<file path="src/rtl/fib_scheduler.sv">
// Step scheduler for a Fibonacci datapath.
// It issues periodic advance pulses, detects when the datapath value wraps
// around, and raises a completion interrupt when a run ends.
module fib_scheduler #(
  parameter int unsigned CLOCK_WIDTH = 6,
  parameter int unsigned VAL_WIDTH   = 30
) (
  input  logic                   wb_clk_i,
  input  logic                   wb_rst_n,
  input  logic                   switch_in,
  input  logic [CLOCK_WIDTH-1:0] clock_op,
  input  logic                   start,
  input  logic [15:0]            step_limit,
  input  logic [VAL_WIDTH-1:0]   fib_val,
  input  logic                   irq_ack,
  output logic                   fib_step,
  output logic                   fib_clear,
  output logic                   busy,
  output logic                   done_irq,
  output logic                   wrap_err,
  output logic [15:0]            step_count,
  output logic [1:0]             state
);

  localparam int unsigned CNT_WIDTH = 16;
  localparam logic [CNT_WIDTH-1:0] CNT_MAX = {CNT_WIDTH{1'b1}};

  localparam logic [1:0] S_IDLE  = 2'd0;
  localparam logic [1:0] S_CLEAR = 2'd1;
  localparam logic [1:0] S_RUN   = 2'd2;
  localparam logic [1:0] S_DONE  = 2'd3;

  logic [1:0]             state_next;
  logic [CLOCK_WIDTH-1:0] div;
  logic [CLOCK_WIDTH-1:0] div_next;
  logic [VAL_WIDTH-1:0]   saved;
  logic [VAL_WIDTH-1:0]   saved_next;
  logic [CNT_WIDTH-1:0]   count_next;
  logic                   wrap_next;
  logic                   step_next;
  logic                   clear_next;
  logic                   eval;
  logic                   fire;
  logic                   limit_hit;

  // The divider counts cycles already spent in the current step period; the
  // decision for the next cycle is taken now so the pulse itself is registered.
  assign fire      = (clock_op != '0) && (div >= clock_op - CLOCK_WIDTH'(1));
  assign limit_hit = (step_limit != '0) && (step_count >= step_limit);

  // State register.
  always_ff @(posedge wb_clk_i or negedge wb_rst_n) begin
    if (!wb_rst_n) begin
      state <= S_IDLE;
    end else begin
      state <= state_next;
    end
  end

  // Next-state, step decision and next values of the registered outputs.
  always_comb begin
    state_next = state;
    div_next   = div;
    saved_next = saved;
    count_next = step_count;
    wrap_next  = wrap_err;
    step_next  = 1'b0;
    clear_next = 1'b0;
    eval       = 1'b0;

    case (state)
      S_IDLE: begin
        if (start && switch_in) begin
          state_next = S_CLEAR;
          clear_next = 1'b1;
          div_next   = '0;
          saved_next = '0;
          count_next = '0;
          wrap_next  = 1'b0;
        end
      end
      S_CLEAR: begin
        if (!switch_in) begin
          state_next = S_IDLE;
        end else begin
          state_next = S_RUN;
          eval       = 1'b1;
        end
      end
      S_RUN: begin
        if (!switch_in) begin
          state_next = S_IDLE;
        end else if (limit_hit) begin
          state_next = S_DONE;
        end else begin
          eval = 1'b1;
        end
      end
      default: begin
        if (irq_ack) begin
          state_next = S_IDLE;
        end
      end
    endcase

    // Period elapsed: either advance the datapath or stop on a wrapped value.
    if (eval) begin
      if (fire) begin
        div_next = '0;
        if ((step_count != '0) && (fib_val < saved)) begin
          wrap_next  = 1'b1;
          state_next = S_DONE;
        end else begin
          step_next  = 1'b1;
          saved_next = fib_val;
          count_next = (step_count == CNT_MAX) ? CNT_MAX : step_count + CNT_WIDTH'(1);
        end
      end else if (clock_op != '0) begin
        div_next = div + CLOCK_WIDTH'(1);
      end
    end
  end

  // Registered outputs and run bookkeeping.
  always_ff @(posedge wb_clk_i or negedge wb_rst_n) begin
    if (!wb_rst_n) begin
      fib_step   <= 1'b0;
      fib_clear  <= 1'b0;
      busy       <= 1'b0;
      done_irq   <= 1'b0;
      wrap_err   <= 1'b0;
      step_count <= '0;
      div        <= '0;
      saved      <= '0;
    end else begin
      fib_step   <= step_next;
      fib_clear  <= clear_next;
      busy       <= (state_next == S_CLEAR) || (state_next == S_RUN);
      done_irq   <= (state_next == S_DONE);
      wrap_err   <= wrap_next;
      step_count <= count_next;
      div        <= div_next;
      saved      <= saved_next;
    end
  end

endmodule

</file>
<file path="config.mk">
export PLATFORM = sky130hd
export DESIGN_NAME = fib_scheduler
export DESIGN_NICKNAME = d
export VERILOG_FILES = /design/src/rtl/fib_scheduler.sv
export SDC_FILE = /design/constraint.sdc
export NUM_CORES = 1
export LEC_CHECK = 0
export BUFFER_PORTS_ARGS = -buffer_cell sky130_fd_sc_hd__buf_2
export CORE_MARGIN = 1
export CORE_UTILIZATION = 30
export DETAILED_ROUTE_END_ITERATION = 10
export PLACE_DENSITY = 0.58
export SLEW_MARGIN = 0
export SYNTH_ARGS = -nofsm -noshare
export SYNTH_HDL_FRONTEND = slang
export SYNTH_SLANG_ARGS = --single-unit
</file>
<file path="constraint.sdc">
create_clock -name wb_clk_i -period 4.8 [get_ports wb_clk_i]
set_input_delay 0.24 -clock wb_clk_i [delete_from_list [all_inputs] [get_ports wb_clk_i]]
set_output_delay 0.24 -clock wb_clk_i [all_outputs]
set_load 0.005 [all_outputs]
</file>
==> PnR_summary.wiki, run 1 <==
{| class="wikitable"
! Metric !! Value
|-
| Pin count of the biggest net entering global routing || 60
|-
| Number of buffers inserted for hold repair after clock tree synthesis || 0
|-
| Post-Route Skew || 9.02 ps
|-
| Share of the synthesized area in compound gates (AO/OA/AOI/OAI) || 21.5%
|-
| Hold Violations, Final || 0
|-
| Remaining antenna violation count || 0
|-
| # rows || 43
|-
| Final WS setup || 1330 ps
|-
| Arrival time reported for the critical path endpoint || 3630 ps
|-
| Post-synthesis adder-cell area fraction || 17.5%
|-
| Crit path buf inv count || 2
|-
| Synth area leader || dfrtp_1
|-
| Max Fclk || 0.288 GHz
|-
| Routability cong. || 0.800
|-
| Worst slack at placement || 1370 ps
|-
| Vias in the first global route || 4,000
|-
| Core outline area || 13,900 µm²
|-
| Die Height || 122 µm
|-
| XOR/XNOR Fraction of Synth Area || 0.815%
|-
| Placed wire-length estimate || 8.18 mm
|-
| Routed wire length || 11.6 mm
|-
| Mapped Avg Cell Area || 9.06 µm²
|-
| Full die area || 14,800 µm²
|-
| Global-route total usage across every layer || 16.4%
|-
| IR Drop Worst-Case VDD || 203 µV
|-
| Power Density || 285 nW/µm²
|-
| Top post-synthesis cells by area || dfrtp_1 (34%), ha_1 (17%), o31ai_1 (5.6%)
|-
| Via count normalized by instance count || 5.38
|-
| Cell count after synthesis || 474
|-
| Post-layout power || 1.45 mW
|-
| Fraction of the core area covered by cells at the end of the flow || 36.5%
|-
| Combined area of the multi-input logic cells || 2470 µm²
|-
| Fraction of the yosys area taken by sequential cells || 34.4%
|-
| Clock tree from TritonCTS || yes
|-
| Type of destination of the critical path || flip-flop
|-
| H-tree depth || 3
|-
| Resize count post-CTS || 0
|-
| DR pass1 iterations || 4
|-
| Residual DRC || 0
|-
| Max-Slew Margin vs Limit || 21.9%
|-
| Startpoint kind of the worst setup timing path || flip-flop
|-
| Number of setup buffers added after CTS || 0
|-
| Net total in the final layout || 664
|-
| Root Buffer || clkbuf_16
|-
| WS Path Type || flip-flop to flip-flop
|-
| Initial antenna violation count || 0
|-
| Biggest fanout along the worst timing path || 48
|-
| Max-capacitance violation count || 0
|-
| CP Data Required Time || 4960 ps
|-
| Main synth FF type || dfrtp_1
|-
| Run status || finished clean
|-
| Latest clock arrival within the worst-skew pair || 320 ps
|-
| Category of cells accounting for the largest share of critical-path delay || simple AND/OR/NAND/NOR gates
|-
| Register area || 1480 µm²
|-
| Remaining global-route overflow || 0
|-
| Drt initial violations || 236
|-
| Clock input transition at the sequential cells of the worst setup and hold paths || 60 ps
|-
| Count of clock tree sinks || 59
|-
| Final Setup Violations || 0
|-
| Fillers || 1,403
|-
| Horiz. Die Dim || 122 µm
|-
| Combinational family with the most area after synthesis || compound AO/OA/AOI/OAI gates
|-
| Routed wirelength normalized by instance count || 15.8 µm
|-
| Antenna cell count || 0
|-
| Share of synthesized area spent on multiplexers || 0.699%
|-
| Total number of yosys warnings || 0
|-
| Final worst hold slack || 84.0 ps
|-
| Setup repair after global routing missed its margin || false
|-
| Async set-or-reset flop fraction in the synthesized netlist || 100%
|-
| Worst min path class || input port to asynchronous set/reset pin
|-
| Pin slew with the least headroom to its limit || 1170 ps
|-
| Pins Over Slew Limit || 0
|-
| Number of library cell types mapped by synthesis || 53
|-
| P&R area growth vs syn || 18.3%
|-
| P_leak || 2.40 nW
|-
| Total vias in the final route || 3,940
|-
| Period utilization || 72.3%
|-
| Simple-Gate Fraction of Synth Area || 17.0%
|-
| Initial standard-cell utilization of the core || 30.8%
|-
| Accumulated negative setup slack || 0 ps
|-
| Number of flops mapped to enable cells by yosys || 0
|-
| CTS Buf Count || 9
|-
| Crit path cell chain || inv_1, ha_1, nand2b_1, a2111o_1, a31oi_1, nand4b_1, nand2_2, nand2_4, inv_4, a311oi_1
|-
| Fraction of final layout cells sized beyond drive strength 1 || 19.0%
|-
| Post-Syn Area || 4300 µm²
|-
| Number of storage elements in the synthesis netlist || 59
|-
| Number of primary I/O pins || 80
|-
| Longest Clk Path Bufs || 2
|-
| Min Clock Period, post-route || 3470 ps
|-
| First-pass GRT wire length || 19.3 mm
|-
| Yosys top cell area share || 34.4%
|-
| Nets in the synthesized netlist || 591
|-
| Highest cell delay on the worst timing path || 780 ps
|-
| Number of buffer cells added on primary ports || 79
|-
| Slowest library cell on the worst path || nand2_2
|}
cell usage after synthesis (2+ instances only):
library cell,number
ha_1,60
inv_1,60
dfrtp_1,59
nand3_1,43
nand2_1,34
o31ai_1,32
a21oi_1,24
a31oi_1,15
o21ai_0,13
and3_1,11
buf_2,8
nand2b_1,8
nand4_1,8
nor2_1,8
nor4_1,8
a311oi_1,7
clkbuf_1,6
a211oi_1,5
a21o_1,5
a41oi_1,5
buf_6,5
and4_1,4
nor3_1,4
o21a_1,4
mux2i_1,3
o211ai_1,3
xnor2_1,3
a2111oi_0,2
nand4b_1,2
o221ai_1,2
worst paths after layout:
path                                            to               startpoint  slack [ps]  depth (start not counted)
min reg2reg                     wrap_err$_DFF_PN0_       wrap_err$_DFF_PN0_         490                          2
min in group wb_clk_i           saved[3]$_DFF_PN0_               fib_val[3]         170                          3
min                            saved[17]$_DFF_PN0_                 wb_rst_n          80                          2
max in group asynchronous      saved[29]$_DFF_PN0_                 wb_rst_n        4210                          2
max                        step_count[6]$_DFF_PN0_  step_count[0]$_DFF_PN0_        1330                         10
max reg2reg                step_count[6]$_DFF_PN0_  step_count[0]$_DFF_PN0_        1330                         10
cell usage in the layout, fill, tap and decap left out, types with 3 or more instances in the layout:
master / instances
buf_2: 79
inv_1: 60
ha_1: 60
dfrtp_1: 59
nand3_1: 43
nand2_1: 34
o31ai_1: 32
a21oi_1: 24
a31oi_1: 15
o21ai_0: 13
and3_1: 11
clkbuf_16: 9
nand4_1: 8
nor2_1: 8
nor4_1: 8
nand2b_1: 8
a311oi_1: 7
a211oi_1: 5
a41oi_1: 5
a21o_1: 5
and4_1: 4
nor3_1: 4
o21a_1: 4
mux2i_1: 3
xnor2_1: 3
o211ai_1: 3
clkinvlp_4: 3
per-layer routing:
| metal | routed length (µm) | vias to the layer above | track usage [%] |
|---|---|---|---|
| met5 | 0 | - | 0 |
| met4 | 155 | 0 | 4.78 |
| met3 | 429 | 20 | 2.34 |
| met2 | 5600 | 97 | 29.1 |
| met1 | 5390 | 1916 | 20.6 |
| li1 | - | 1907 | - |
final cells by class:
class / instances / area share [%]
tap: 180 / 4.43
clock inverter: 6 / 0.812
timing repair buffer: 81 / 8.07
clock buffer: 10 / 4.50
multi-input combinational: 335 / 48.6
sequential: 59 / 29.0
inverter: 61 / 4.55
power breakdown:
part | switching [mW] | leakage [nW] | total (mW) | internal (mW)
registers | 0.0267 | 0.819 | 0.560 | 0.533
clock network | 0.230 | 0.125 | 0.578 | 0.349
logic | 0.189 | 1.46 | 0.313 | 0.124
total | 0.445 | 2.40 | 1.45 | 1.01
cell families after synthesis:
family,after synthesis
and+or+nand+nor,138
AOI/OAI and AO/OA,130
buffers and inverters,80
adders and majority gates,60
DFF,59
xor gates and xnor gates,4
muxes,3
flip-flops by register name, summed over array words and instances, names as in the netlist, 2 cells and up:
| register | flops |
|---|---|
| div | 6 |
| saved | 30 |
| state | 2 |
| step_count | 16 |
metrics by stage:
stage,instance area [µm²],std cells
global route,5080,732
CTS,5080,732
detailed placement,4810,716
global placement,4810,716
finish,5080,732
floorplan,4300,474
Note: power is estimated with default switching activity, not from simulation.
==> inputs of run 2 (changes only) <==
- clock period: 4.8 -> 3.6 ns (I/O delays scaled with it)
==> run 2 against run 1 <==
The flow now finishes with violations (negative hold slack). Global-route usage increased by 0.13 points. Via count decreased by 0.38%. Clock power increased by 34%. Register-to-register slack got worse by 720 ps. Worst setup slack got worse by 720 ps. Total power increased by 34%. Worst hold slack got worse by 110 ps. Critical endpoint is now step_count[9]$_DFF_PN0_. Largest power group unchanged. Highest routed layer unchanged.
==> PnR_summary.wiki, run 2 (synthesis results as in run 1) <==
{| class="wikitable"
! Metric !! Value
|-
| Fraction of the core area covered by cells at the end of the flow || 36.8% (+0.31 points)
|-
| Setup slack, reg-to-reg || 610 ps (-720 ps)
|-
| H-tree depth || 3 (unchanged)
|-
| Antenna cell count || 0 (unchanged)
|-
| Remaining global-route overflow || 0 (unchanged)
|-
| Residual DRC || 0 (unchanged)
|-
| Count of clock tree sinks || 59 (unchanged)
|-
| DR pass1 iterations || 4 (unchanged)
|-
| Pins Over Slew Limit || 0 (unchanged)
|-
| Post-Route Skew || 4.64 ps (-4.38 ps)
|-
| Longest Clk Path Bufs || 2 (unchanged)
|-
| Initial standard-cell utilization of the core || 30.8% (unchanged)
|-
| Net total in the final layout || 670 (+0.90%)
|-
| Routed wire length || 11.4 mm (-1.1%)
|-
| CP Data Required Time || 3760 ps (-1200 ps)
|-
| Fraction of final layout cells sized beyond drive strength 1 || 19.8% (+0.76 points)
|-
| Max-Slew Margin vs Limit || 40.4% (+19 points)
|-
| Remaining antenna violation count || 0 (unchanged)
|-
| Number of setup buffers added after CTS || 0 (unchanged)
|-
| Vias in the first global route || 3,939 (-1.5%)
|-
| IR Drop Worst-Case VDD || 216 µV (+6.5%)
|-
| First-pass GRT wire length || 19.2 mm (-0.47%)
|-
| Full die area || 14,800 µm² (unchanged)
|-
| Core outline area || 13,900 µm² (unchanged)
|-
| Total vias in the final route || 3,925 (-0.38%)
|-
| Initial antenna violation count || 0 (unchanged)
|-
| Max Fclk || 0.335 GHz (+16%)
|-
| Arrival time reported for the critical path endpoint || 3150 ps (-480 ps)
|-
| Largest regs || saved x30, step_count x16, div x6
|-
| Worst min path class || input port to asynchronous set/reset pin
|-
| Number of buffer cells added on primary ports || 79 (unchanged)
|-
| Via count normalized by instance count || 5.33 (-0.92%)
|-
| Most flop-heavy register || saved
|-
| Leading cell types in the layout, fill and taps excluded || buf_2 (79), inv_1 (60), ha_1 (60)
|-
| Setup repair after global routing missed its margin || false
|-
| Routed wirelength normalized by instance count || 15.5 µm (-1.7%)
|-
| WS Path Type || flip-flop to flip-flop
|-
| Most frequent standard cell in the layout excluding fill and tap cells || buf_2
|-
| # rows || 43 (unchanged)
|-
| Min Clock Period, post-route || 2990 ps (-485 ps)
|-
| Clock input transition at the sequential cells of the worst setup and hold paths || 50 ps (about the same)
|-
| Clock tree from TritonCTS || yes
|-
| Die Height || 122 µm (unchanged)
|-
| Number of buffers inserted for hold repair after clock tree synthesis || 0 (unchanged)
|-
| Number of primary I/O pins || 80 (unchanged)
|-
| Startpoint kind of the worst setup timing path || flip-flop
|-
| Placed wire-length estimate || 8.51 mm (+4.1%)
|-
| Drt initial violations || 272 (+15%)
|-
| Final worst hold slack || -29.2 ps (-113 ps)
|-
| Final Setup Violations || 0 (unchanged)
|-
| Horiz. Die Dim || 122 µm (unchanged)
|-
| Latest clock arrival within the worst-skew pair || 330 ps (about the same)
|-
| Resize count post-CTS || 0 (unchanged)
|-
| Hold Violations, Final || 26 (+26)
|-
| Pin count of the biggest net entering global routing || 49 (-18%)
|-
| Routability cong. || 0.809 (+1.2%)
|-
| Global-route total usage across every layer || 16.6% (+0.13 points)
|-
| Post-layout power || 1.95 mW (+34%)
|-
| Max-capacitance violation count || 0 (unchanged)
|-
| CTS Buf Count || 9 (unchanged)
|-
| Power Density || 380 nW/µm² (+33%)
|-
| Flip-flop count of the largest register after layout || 30 (unchanged)
|-
| Root Buffer || clkbuf_16
|-
| P_leak || 2.45 nW (+1.9%)
|-
| Period utilization || 82.9% (+11 points)
|-
| Pin slew with the least headroom to its limit || 894 ps (-277 ps)
|-
| Type of destination of the critical path || flip-flop
|-
| P&R area growth vs syn || 19.3%
|-
| Biggest fanout along the worst timing path || 48 (unchanged)
|-
| Violated checks || negative hold slack
|-
| Accumulated negative setup slack || 0 ps (unchanged)
|-
| Run status || complete, but fails checks
|}
-- run 2: cell types whose count changed in the layout (fill, tap and decap cells not counted) --
cell / delta
buf_4: +6
clkinv_2: +1
inv_6: -1
clkbuf_8: +2
clkbuf_1: -1
clkinvlp_4: -3
-- run 2: final cells by class --
cell class,count,area [µm²]
inverters,61,231
clock buffers,11,253
repair buffers,87,455
well taps,180,225
fillers,1404,8810
multi-input cells,335,2470
flip-flops and latches,59,1480
clock inverters,3,15.0
-- run 2: metal layers --
layer	part of all wire [%]	global-route usage, %	up-vias
met1	44	21.2	1883
met2	49	26.6	99
li1	-	-	1924
met3	4.9	3.75	19
met4	2.0	7.41	0
met5	0	0	-
-- run 2: final timing paths --
path / from / endpoint / cells past startpoint
setup / recovery: saved[20]$_DFF_PN0_ / step_count[9]$_DFF_PN0_ / 10
hold / removal: wb_rst_n / saved[12]$_DFF_PN0_ / 1
setup reg to reg: saved[20]$_DFF_PN0_ / step_count[9]$_DFF_PN0_ / 10
hold reg to reg: wrap_err$_DFF_PN0_ / wrap_err$_DFF_PN0_ / 2
max in group asynchronous: wb_rst_n / step_count[9]$_DFF_PN0_ / 2
min in group wb_clk_i: fib_val[22] / saved[22]$_DFF_PN0_ / 3
-- run 2: stage by stage --
| step | instance area, µm² | std cells | worst slack [ps] | hold slack, ps |
|---|---|---|---|---|
| floorplan | 4300 | 474 | 1190 | -116 |
| global placement | 4860 | 722 | 769 | 351 |
| detailed placement | 4860 | 722 | 657 | 355 |
| CTS | 5130 | 736 | 641 | 2.95 |
| global route | 5130 | 736 | 437 | 53.7 |
| finish | 5130 | 736 | 615 | -29.2 |
-- run 2: worst max-delay path, stage by stage, from the launching register on --
cell,delay (ps)
dfrtp_1,320
inv_1,50
ha_1,310
nand4_1,170
nor4_2,380
o2bb2ai_1,160
a221oi_1,100
a21bo_4,600
nand2_4,110
inv_4,420
a311oi_1,180
-- run 2: report_power, final --
part	leakage (nW)	switching [mW]	internal [mW]	total (mW)
Combinational	1.49	0.252	0.169	0.421
Sequential	0.819	0.0377	0.711	0.749
Clock	0.137	0.286	0.490	0.776
==> inputs of run 3 (changes only) <==
- PLACE_DENSITY: 0.58 -> 0.6
- clock period: 3.6 -> 2.65 ns (I/O delays scaled with it)
==> run 3 against run 2 <==
The run now ends clean. Sequential power rose by 35%. Critical path depth fell by 1. Cell count rose by 3.3%. Clock power increased by 42%. Via count up 1.8%.
==> PnR_summary.wiki, run 3 (synthesis results as in run 1) <==
{| class="wikitable"
! Metric !! Value
|-
| Run status || finished clean
|-
| Longest Clk Path Bufs || 2 (unchanged)
|-
| Max-capacitance violation count || 0 (unchanged)
|-
| Clock input transition at the sequential cells of the worst setup and hold paths || 50 ps (about the same)
|-
| Most frequent standard cell in the layout excluding fill and tap cells || buf_2
|-
| Share of power burned in the clock network || 39.9% (about the same)
|-
| Flip-flop count of the largest register after layout || 30 (unchanged)
|-
| Residual DRC || 0 (unchanged)
|-
| Hold-critical path endpoint || saved[25]$_DFF_PN0_
|-
| Biggest fanout along the worst timing path || 13 (-73%)
|-
| Fraction of power spent switching nets || 29.6% (+0.039 points)
|-
| Core outline area || 13,900 µm² (unchanged)
|-
| Pin count of the biggest net entering global routing || 41 (-16%)
|-
| Largest regs || saved x30, step_count x16, div x6
|-
| Clock tree from TritonCTS || yes
|-
| CTS Buf Count || 9 (unchanged)
|-
| Max-Slew Margin vs Limit || 35.9% (-4.5 points)
|-
| Fraction of final layout cells sized beyond drive strength 1 || 24.7% (+4.9 points)
|-
| # rows || 43 (unchanged)
|-
| Type of destination of the critical path || flip-flop
|-
| Routed wirelength normalized by instance count || 15.8 µm (+1.4%)
|-
| Worst min path class || input port to flip-flop
|-
| Period utilization || 96.3% (+13 points)
|-
| Count of clock tree sinks || 59 (unchanged)
|-
| Via count normalized by instance count || 5.26 (-1.4%)
|-
| Worst slack at placement || -20.7 ps (-678 ps)
|-
| IR Drop Worst-Case VDD || 288 µV (+33%)
|-
| Pin slew with the least headroom to its limit || 961 ps (+67.0 ps)
|-
| Total vias in the final route || 3,995 (+1.8%)
|-
| Number of primary I/O pins || 80 (unchanged)
|-
| Initial standard-cell utilization of the core || 30.8% (unchanged)
|-
| FF-to-FF End || step_count[4]$_DFF_PN0_
|-
| Min Clock Period, post-route || 2550 ps (-433 ps)
|-
| WS Path Type || flip-flop to flip-flop
|-
| Full die area || 14,800 µm² (unchanged)
|-
| Horiz. Die Dim || 122 µm (unchanged)
|-
| Remaining antenna violation count || 0 (unchanged)
|-
| Die Height || 122 µm (unchanged)
|-
| Post-route insts no fill || 760 (+3.3%)
|-
| Hold Startpoint || fib_val[25]
|-
| Worst hold path stage count || 3
|-
| Remaining global-route overflow || 0 (unchanged)
|-
| CP Data Required Time || 2870 ps (-890 ps)
|-
| Number of instances in the placed design || 740 (+2.5%)
|-
| Worst R2R Path Depth || 9 (-1)
|-
| Net total in the final layout || 693 (+3.4%)
|-
| Setup slack, reg-to-reg || 100 ps (-520 ps)
|-
| P&R area growth vs syn || 26.6%
|-
| Post-Route Skew || 5.44 ps (+0.806 ps)
|-
| Final WS setup || 97.9 ps (-517 ps)
|-
| P_leak || 2.59 nW (+5.9%)
|-
| Routability cong. || 0.840 (+3.8%)
|-
| Antenna cell count || 0 (unchanged)
|-
| Routed wire length || 12.0 mm (+4.7%)
|-
| Most flop-heavy register || saved
|-
| Hold Violations, Final || 0 (-100%)
|-
| Power Density || 505 nW/µm² (+33%)
|-
| Leading cell types in the layout, fill and taps excluded || buf_2 (79), ha_1 (60), inv_1 (59), dfrtp_1 (59), nand3_1 (42)
|-
| Startpoint kind of the worst setup timing path || flip-flop
|-
| Root Buffer || clkbuf_16
|-
| Number of buffer cells added on primary ports || 79 (unchanged)
|-
| Placed wire-length estimate || 8.69 mm (+2.1%)
|-
| Drt initial violations || 252 (-7.4%)
|-
| Pins Over Slew Limit || 0 (unchanged)
|-
| Final Setup Violations || 0 (unchanged)
|-
| H-tree depth || 3 (unchanged)
|-
| Initial antenna violation count || 0 (unchanged)
|-
| Internal || 1.93 mW (+41%)
|-
| Arrival time reported for the critical path endpoint || 2770 ps (-380 ps)
|-
| Combinational power share || 23.2% (+1.6 points)
|-
| Switching pwr || 813 µW (+41%)
|-
| Max Fclk || 0.392 GHz (+17%)
|-
| Latest clock arrival within the worst-skew pair || 330 ps (about the same)
|-
| Global-route total usage across every layer || 16.7% (+0.097 points)
|-
| Worst reg2reg startpoint || step_count[1]$_DFF_PN0_
|-
| DR pass1 iterations || 5 (+1)
|-
| First-pass GRT wire length || 19.3 mm (+0.65%)
|-
| Vias in the first global route || 3,989 (+1.3%)
|-
| Sequential share of power || 36.9% (-1.6 points)
|}
==> run 3: cell count changes in the layout (fill, tap and decap cells not counted), sizes merged <==
cell         previous run  this run
clkbuf                 11        13
buf                    87       109
clkinv                  3         2
dlygate4sd3             0         1
==> run 3: power by group through the flow <==
stage / combinational [mW] / sequential (mW) / clock (mW)
2_1_floorplan: 0.369 / 1.02 / 0
3_3_place_gp: 0.574 / 1.03 / 0
5_1_grt: 0.721 / 1.02 / 1.16
4_1_cts: 0.602 / 1.01 / 1.12
6_report: 0.636 / 1.01 / 1.10
3_5_place_dp: 0.591 / 1.03 / 0
==> run 3: timing repair <==
| item | in CTS | in global routing |
|---|---|---|
| setup endpoints to repair | 12 | 50 |
| hold buffers | 1 | 0 |
| buffers inserted | 0 | 4 |
| gates resized for setup | 1 | 19 |
| hold endpoints to repair | 23 | 0 |
| pin swaps | 0 | 7 |
| cloned | 0 | 0 |
==> run 3: per-stage QoR <==
stage,total power [mW],hold slack [ps],util [%],TNS [ps],instance area [µm²]
after floorplan,1.39,-163,-,0,4300
final,2.75,52.5,39.1,0,5440
after global placement,1.60,328,35.9,-0.389,5010
after detailed placement,1.62,338,35.9,-64.2,5010
after CTS,2.74,47.8,38.1,0,5300
after global routing,2.91,54.8,39.1,-27.8,5440
==> run 3: critical path, stage by stage, from the launching register on <==
cell and delay (ps):
dfrtp_1 480, ha_1 330, a2111o_1 460, a31oi_4 210, nand4b_1 170, nand2_4 160, buf_4 170, a21oi_4 70
buf_12 170, a311oi_1 220
==> run 3: worst max-delay path by stage <==
| stage | cells after the start | start | slack, ps | endpoint |
|---|---|---|---|---|
| global placement | 9 | div[0]$_DFF_PN0_ | -0.4 | step_count[12]$_DFF_PN0_ |
| CTS | 10 | step_count[0]$_DFF_PN0_ | 20 | step_count[10]$_DFF_PN0_ |
| global route | 9 | step_count[15]$_DFF_PN0_ | -30 | busy$_DFF_PN0_ |
| detailed placement | 9 | saved[23]$_DFF_PN0_ | -20 | step_count[5]$_DFF_PN0_ |
| finish | 9 | step_count[1]$_DFF_PN0_ | 100 | step_count[4]$_DFF_PN0_ |
| floorplan | 11 | saved[23]$_DFF_PN0_ | 240 | busy$_DFF_PN0_ |
==> run 3: area by class of cell <==
type | count | area (µm²)
Inverter | 61 | 231
Clock buffer | 13 | 270
Multi-Input combinational cell | 335 | 2570
Sequential cell | 59 | 1480
Clock inverter | 2 | 10.0
Tap cell | 180 | 225
Timing Repair Buffer | 110 | 656
Fill cell | 1366 | 8490
==> run 3: metal layers <==
| layer | global-route usage (%) | up-vias | wire, µm |
|---|---|---|---|
| met5 | 0 | - | 0 |
| met4 | 5.48 | 0 | 204 |
| met3 | 3.28 | 17 | 490 |
| met2 | 27.4 | 93 | 5750 |
| met1 | 21.8 | 1920 | 5530 |
| li1 | - | 1965 | - |
